===== src/rtl/channel_broadcast_expander.sv =====
// channel_broadcast_expander: repeats each of NUM_CHANNELS scalars over FEATURE_MAP_SIZE^2 beats, channel-major.
// Define CBE_DOUBLE_BUFFER_EN for two storage banks so the next vector loads while the current one emits.
module channel_broadcast_expander #(
  parameter int DATA_WIDTH       = 16,
  parameter int NUM_CHANNELS     = 64,
  parameter int FEATURE_MAP_SIZE = 14
) (
  input  logic                  clk,
  input  logic                  rst_n,
  input  logic [DATA_WIDTH-1:0] s_axis_tdata,
  input  logic                  s_axis_tvalid,
  output logic                  s_axis_tready,
  input  logic                  s_axis_tlast,
  output logic [DATA_WIDTH-1:0] m_axis_tdata,
  output logic                  m_axis_tvalid,
  input  logic                  m_axis_tready,
  output logic                  m_axis_tlast,
  output logic                  len_err,
  output logic                  busy
);
  localparam int SP_N = FEATURE_MAP_SIZE * FEATURE_MAP_SIZE;
  localparam int CW   = NUM_CHANNELS > 1 ? $clog2(NUM_CHANNELS) : 1;
  localparam int SW   = SP_N > 1 ? $clog2(SP_N) : 1;
`ifdef CBE_DOUBLE_BUFFER_EN
  localparam int NB = 2;
`else
  localparam int NB = 1;
`endif
  localparam bit DB = NB == 2;
  localparam logic [CW-1:0] CH_LAST = CW'(NUM_CHANNELS - 1);
  localparam logic [SW-1:0] SP_LAST = SW'(SP_N - 1);

  typedef enum logic {LOAD, EMIT} state_t;
  state_t state_q, state_d;

  logic [DATA_WIDTH-1:0] mem_q [NB][NUM_CHANNELS];
  logic [DATA_WIDTH-1:0] data_q, data_d;
  logic [CW-1:0]         wr_idx_q, wr_idx_d, ch_q, ch_d;
  logic [SW-1:0]         sp_q, sp_d;
  logic [NB-1:0]         full_q, full_d;
  logic                  wr_bank_q, wr_bank_d, rd_bank_q, rd_bank_d;
  logic                  last_q, last_d, len_err_q, len_err_d;
  logic                  s_hs, m_hs, wr_last, fill, nx_bank, avail_rd, avail_nx, map_done, go;

  assign s_hs     = s_axis_tvalid && s_axis_tready;
  assign m_hs     = m_axis_tvalid && m_axis_tready;
  assign wr_last  = wr_idx_q == CH_LAST;
  assign fill     = s_hs && wr_last;
  assign nx_bank  = rd_bank_q ^ DB;
  assign map_done = m_hs && last_q;
  // A bank counts as available in the very cycle its final scalar lands, giving 1-cycle latency.
  assign avail_rd = full_q[rd_bank_q] || (fill && wr_bank_q == rd_bank_q);
  assign avail_nx = DB && (full_q[nx_bank] || (fill && wr_bank_q == nx_bank));
  assign go       = (state_q == LOAD && avail_rd) || (map_done && avail_nx);

  always_ff @(posedge clk or negedge rst_n)
    if (!rst_n) state_q <= LOAD;
    else        state_q <= state_d;

  always_comb
    state_d = go ? EMIT : map_done ? LOAD : state_q;

  always_comb begin
    m_axis_tvalid = state_q == EMIT;
    busy          = state_q == EMIT;
    s_axis_tready = !full_q[wr_bank_q];
    m_axis_tdata  = data_q;
    m_axis_tlast  = last_q;
    len_err       = len_err_q;
  end

  always_comb begin
    wr_idx_d  = s_hs ? (wr_last ? '0 : wr_idx_q + CW'(1)) : wr_idx_q;
    wr_bank_d = fill ? wr_bank_q ^ DB : wr_bank_q;
    rd_bank_d = map_done ? nx_bank : rd_bank_q;
    sp_d      = go ? '0 : m_hs ? (sp_q == SP_LAST ? '0 : sp_q + SW'(1)) : sp_q;
    ch_d      = go ? '0 : (m_hs && sp_q == SP_LAST) ? (ch_q == CH_LAST ? '0 : ch_q + CW'(1)) : ch_q;
    full_d    = full_q;
    if (fill) full_d[wr_bank_q] = 1'b1;
    if (map_done) full_d[rd_bank_q] = 1'b0;
    // Bypass covers a one-channel vector whose only scalar is being written as emission starts.
    data_d    = state_d != EMIT ? '0 :
                (s_hs && wr_bank_q == rd_bank_d && wr_idx_q == ch_d) ? s_axis_tdata : mem_q[rd_bank_d][ch_d];
    last_d    = state_d == EMIT && ch_d == CH_LAST && sp_d == SP_LAST;
    len_err_d = s_hs && (s_axis_tlast != wr_last);
  end

  always_ff @(posedge clk)
    if (s_hs) mem_q[wr_bank_q][wr_idx_q] <= s_axis_tdata;

  always_ff @(posedge clk or negedge rst_n)
    if (!rst_n) begin
      wr_idx_q  <= '0;
      ch_q      <= '0;
      sp_q      <= '0;
      full_q    <= '0;
      wr_bank_q <= 1'b0;
      rd_bank_q <= 1'b0;
      data_q    <= '0;
      last_q    <= 1'b0;
      len_err_q <= 1'b0;
    end else begin
      wr_idx_q  <= wr_idx_d;
      ch_q      <= ch_d;
      sp_q      <= sp_d;
      full_q    <= full_d;
      wr_bank_q <= wr_bank_d;
      rd_bank_q <= rd_bank_d;
      data_q    <= data_d;
      last_q    <= last_d;
      len_err_q <= len_err_d;
    end
endmodule


===== config.mk =====
export PLATFORM = sky130hd
export DESIGN_NAME = channel_broadcast_expander
export DESIGN_NICKNAME = d
export VERILOG_FILES = /design/src/rtl/channel_broadcast_expander.sv
export SDC_FILE = /design/constraint.sdc
export NUM_CORES = 1
export LEC_CHECK = 0
export CAP_MARGIN = 30
export CORE_MARGIN = 2
export CORE_UTILIZATION = 50
export DETAILED_ROUTE_END_ITERATION = 12
export PLACE_DENSITY_LB_ADDON = 0.25
export RECOVER_POWER = 25
export SYNTH_ARGS = -nofsm -noshare
export SYNTH_HDL_FRONTEND = slang
export SYNTH_SLANG_ARGS = --single-unit

===== constraint.sdc =====
create_clock -name clk -period 6.6 [get_ports clk]
set_input_delay 0.66 -clock clk [delete_from_list [all_inputs] [get_ports clk]]
set_output_delay 0.66 -clock clk [all_outputs]
set_load 0.05 [all_outputs]

After elaboration in Yosys (flattened, before gate mapping)
Memories as Yosys holds them, arrays and structs flattened.
Index checks and enable logic that the tools add are counted.
- register bits after elaboration: 40
- RAM bits: 1024
- bits of input ports: 21
- output and inout bits: 21
- logic and storage cells: 59
- memories kept: 1
- add/sub/neg operators: 3
- order comparisons: 3
- eq/ne operators: 7
- mux-type cells: 20
- bitwise logic cells: 3
- reductions and logical operators: 14
- memories (name ; depth ; bits a word ; rd ports ; clocked after memory_dff ; wr ports ; RTL line ; text):
    mem_q ; 1 ; 1024 ; 1 ; 0 ; 1 ; 36 ; logic [DATA_WIDTH-1:0] mem_q [NB][NUM_CHANNELS];
- operators with widths (cell ; count):
    two-way mux 1024 bit ; 1
    binary-select mux 16 bit (select 6 bit) ; 1
    demux 16 bit (select 6 bit) ; 1
    two-way mux 16 bit ; 5
    two-way mux 6 bit ; 4
    two-way mux 8 bit ; 3
    equality test 6 bit, second input constant ; 3
    equality test 8 bit, second input constant ; 2
    greater-or-equal comparator 7 bit, second input constant ; 2
    inverter 6 -> 7 bit ; 2
    adder 6 x 1 -> 6 bit, second input constant ; 2
    logical AND 1 bit ; 11
    adder 8 x 1 -> 8 bit, second input constant ; 1
    less-than comparator 7 x 1 -> 1 bit, second input constant ; 1
    equality test 6 bit ; 1
    two-way mux 1 bit ; 5
    nonzero test 2 bit ; 1
    logical NOT 1 bit ; 1
    logical OR 1 bit ; 1
    inequality test 1 bit ; 1
    inverter 1 bit ; 1

Logic depth before layout (Yosys ltp)
- depth after elaboration: 12
- gate-level depth with buffers: 15

Worst setup path after synthesis
Ideal clock, no wire load.
- kind: register -> register
- start: register full_q
- end: memory mem_q[0][960] (netlist name), enable pin
- library setup time: 0.430 ns
- arrival time: 3.149 ns
- data required time: 6.170 ns
- path slack: 3.021 ns
- cell stages (with the launch flop): 7
- clock period less this slack: 3.579 ns
- path through: dfrtp_1 -> inv_1 -> nand2_1 -> clkbuf_1 -> or2_2 -> clkbuf_1 -> nor4_1
- longest elaborated chain between the ends: 4
- ends and longest elaborated chain (item ; RTL line ; text):
    start: declaration ; 40 ; logic [NB-1:0] full_q, full_d;
    start signal: assignment ; 106 ; full_q <= full_d;
    logical NOT 1 bit ; 66 ; s_axis_tready = !full_q[wr_bank_q];
    via s_axis_tready ; 12 ; output logic s_axis_tready,
    logical AND 1 bit ; 45 ; assign s_hs = s_axis_tvalid && s_axis_tready;
    two-way mux 1 bit ; 89 ; if (s_hs) mem_q[wr_bank_q][wr_idx_q] <= s_axis_tdata;
    two-way mux 1024 bit (implied by the code) ; 89 ;
    end: declaration ; 36 ;
The timed path passes the listed nets, and every way through them passes these cells.

Worst setup path in the final report
- start: register ch_q[0]
- end: register data_q[14], in the netlist m_axis_tdata[14]
- longest elaborated chain between the ends: 10
- elaborated cells between the ends (all ways): 13
- classes of those cells: 1 x add/sub; 2 x eq/ne; 8 x mux; 1 x bitwise; 1 x reduce/logical
- ends and longest elaborated chain (item ; RTL line ; text):
    start: declaration ; 38 ; logic [CW-1:0] wr_idx_q, wr_idx_d, ch_q, ch_d;
    start signal: assignment ; 104 ; ch_q <= ch_d;
    adder 6 x 1 -> 6 bit / equality test 6 bit (equally long branches) ; 77 ; ch_d = go ? '0 : (m_hs && sp_q == SP_LAST) ? (ch_q == CH_LAST ? '0 : ch_q + CW'(1)) : ch_q;
    two-way mux 6 bit ; 77 ;
    two-way mux 6 bit (*) (2 in a row) ; 77 ;
    inverter 6 -> 7 bit (implied by the code) ; 83 ; (s_hs && wr_bank_q == rd_bank_d && wr_idx_q == ch_d) ? s_axis_tdata : mem_q[rd_bank_d][ch_d];
    binary-select mux 16 bit (select 6 bit) ; 83 ;
    two-way mux 16 bit (implied by the code) (2 in a row) ; 83 ;
    two-way mux 16 bit (*) ; 83 ;
    two-way mux 16 bit (*) ; 82 ; data_d = state_d != EMIT ? '0 :
    via data_d[14] ; 37 ; logic [DATA_WIDTH-1:0] data_q, data_d;
    end signal: assignment ; 109 ; data_q <= data_d;
    end: declaration ; 37 ;
The timed path passes the listed nets; every way through them passes the cells marked *. The select of a mux whose other input is x is not followed.
A chain may end at the register's enable or synchronous reset.

==> flow_summary.yaml <==
status:
  status: "complete, but fails checks"
  violations: "max-capacitance violations, max-slew violations"
global_routing:
  grt_pass1_wl_um: 174000
  grtUsageTotal: 0.273
  grt-ovfl-total: 0
  grt_start_max_net_pins: 135
  antenna_found_initial: 2
  first_global_vias: 25600
placement:
  portBuffers: 41
  dp_hpwl_um: 68000
  gp_congestion: 0.884
  place_area_um2: 44200
synthesis:
  yosys_warnings: 0
  synth_seq_area_share: 0.749
  syn-num-nets: 2951
  ys_async_sr_fraction: 0.0376
  synth.avg_cell_area_um2: 14.5
  synthCells: 2927
  ys.flop_type: "edfxtp_1"
  synth.distinct_cells: 77
  syn_area_um2: 42400
  synth-edff-count: 1024
  ys_ff_latch: 1064
timing:
  slew_violations: 893
  maxSlewHeadroom: -1.67
  fmax_ghz: 0.206
  setup_viol: 0
  hold_ws_ns: 0.482
  finClkSkew_ns: 0.0301
  worst_pin_slew_ns: 4.01
  rsz0062_at_grt: "false"
  finalCritPeriodShare: 0.737
  finalCriticalPeriod_ns: 4.86
  tns_ns: 0
  hold_viol: 0
clock_network:
  clk_pin_slew_ns: 0.07
  cts-resized-gates: 0
  postCtsSetupBuffers: 0
  htree_num_levels: 3
  cts-hold-fix-buffers: 1
  root_buffer: "clkbuf_16"
  clockBufferDepth: 3
  cts_made_buffers: 105
  numClockSinks: 1064
  clk-insertion-delay-late_ns: 0.68
  cts_tree: "built"
die:
  core-area_um2: 83800
  row_count: 106
  die_h_um: 295
  die_x_um: 295
  start_util: 0.506
  die-area_um2: 87100
  io_pins: 42
cells_and_area:
  final_layout_size_suffix_gt1_frac: 0.106
  num-nets-final: 3016
  seq_area_um2: 31800
  nFillCells: 6555
  final_area_um2: 47500
  fin_util: 0.567
  multi_input_area_um2: 9680
  syn_to_final_growth_pct: 12.2
  diodes: 0
route:
  via_count: 26800
  drc_errors: 0
  detail-route-antenna-nets: 0
  via_per_inst: 6.36
  routed_wl_um: 120000
  drt-initial-drc-count: 3346
  wl_per_cell_um: 28.4
  dr.pass1.iters: 6
worst_setup_path:
  rr_worst_depth: 10
  startpoint_type: "flip-flop"
  crit_fanout: 96
  cp-end-kind: "flip-flop"
  crit_type: "flip-flop to flip-flop"
  arrival_ns: 5.35
  required_ns: 7.09
run:
  maxCapViolCount: 14
min_path:
  min_path_type: "input port to asynchronous set/reset pin"
pwr:
  vdd_drop_max_v: 0.000275
  p_per_area_nw_per_um2: 302
  power_leakage_nw: 15.3
flip-flops by register name, indices dropped and copies added, names as in the netlist:
register	flops
sp_q	8
full_q	1
m_axis_tlast	1
mem_q	1024
busy	1
len_err	1
m_axis_tdata	16
ch_q	6
wr_idx_q	6
path summary, 6_finish.rpt:
check	slack (ns)	startpoint	end
max in group asynchronous	3.65	rst_n	m_axis_tlast
worst min-delay path	0.48	rst_n	m_axis_tdata[13]
worst max-delay path	1.74	ch_q[0]	m_axis_tdata[14]
min in group clk	0.49	m_axis_tlast	full_q
worst min register to register	0.49	m_axis_tlast	full_q
worst max register to register	1.74	ch_q[0]	m_axis_tdata[14]
where the power goes:
part / switching, mW / internal (mW) / leakage, nW / total [mW]
clock: 2.48 / 3.26 / 1.61 / 5.75
sequential: 0.151 / 7.65 / 9.76 / 7.80
combinational: 0.600 / 0.190 / 3.98 / 0.789
metal layers:
| layer | track usage | vias up | share of wire |
|---|---|---|---|
| li1 | - | 11500 | - |
| met1 | 0.387 | 13500 | 0.39 |
| met2 | 0.425 | 1522 | 0.47 |
| met3 | 0.0504 | 233 | 0.10 |
| met4 | 0.102 | 4 | 0.038 |
| met5 | 0 | - | 0.00018 |
stage by stage:
stage	setup slack (ns)	cells	power [mW]
detailed placement	1.30	4014	8.70
floorplan	3.02	2927	8.26
CTS	1.87	4208	14.4
global placement	1.22	4006	8.67
global route	1.65	4212	14.7
finish	1.74	4212	14.3
worst max-delay path, cell delays in order, from the launching register on:
cell	delay [ns]
dfrtp_1	0.53
ha_1	0.30
nand3_1	0.18
o21a_1	0.37
mux2_8	0.71
buf_4	0.72
mux2i_1	0.24
a221o_1	0.41
o31ai_1	0.57
a21oi_1	0.11
o41ai_2	0.46
logic make-up (layout without fill, tap and decap cells):
group           count (synthesis)  count (layout)  synth area share
compound gates                669             669             0.112
fa+ha+maj                       3               3          0.000886
buf+inv                       234             385            0.0258
flops                        1064            1064             0.749
xor+xnor                       16              16           0.00366
simple gates                  842             842            0.0850
mux                            99              99            0.0236
synthesized netlist by cell type, drive strengths merged, types with 17 or more instances:
cell type	instances	area, µm²
mux2i	98	985
dfrtp	40	1000
o22a	48	420
o21ai	86	430
nand3	79	395
nor4	37	253
a221oi	32	293
a21oi	114	571
buf	95	569
a211oi	61	508
a31oi	118	738
o32ai	17	149
nand2	543	2050
nor2	113	429
clkbuf	114	429
inv	23	86.3
edfxtp	1024	30700
a32oi	81	709
o22ai	34	213
cells in the final DEF, fill, tap and decap left out, types with 8 or more instances in the layout:
master,n
buf_4,96
inv_1,22
a211oi_2,10
clkinv_1,34
a221o_1,16
nand3_1,78
edfxtp_1,1024
o22a_1,48
o221ai_1,16
o22ai_1,34
dfrtp_1,40
a32oi_1,80
clkbuf_16,108
o21ai_0,85
nor2_1,105
a31oi_1,117
xnor2_1,8
clkbuf_1,32
nand2_1,541
a211oi_1,51
clkinv_2,15
or3_1,16
a21oi_1,114
clkdlybuf4s50_1,24
o211a_1,16
mux2i_1,97
o211ai_1,15
nor4_1,29
o32ai_1,17
buf_2,23
a221oi_1,30
area by class of cell:
cell class | instances | area share
clock buffers | 130 | 0.0596
clock inverters | 63 | 0.00942
inverters | 25 | 0.00213
multi-input cells | 1629 | 0.204
flip-flops and latches | 1064 | 0.668
well taps | 1134 | 0.0298
repair buffers | 167 | 0.0273
No activity file was read; power rests on OpenSTA's default activity.
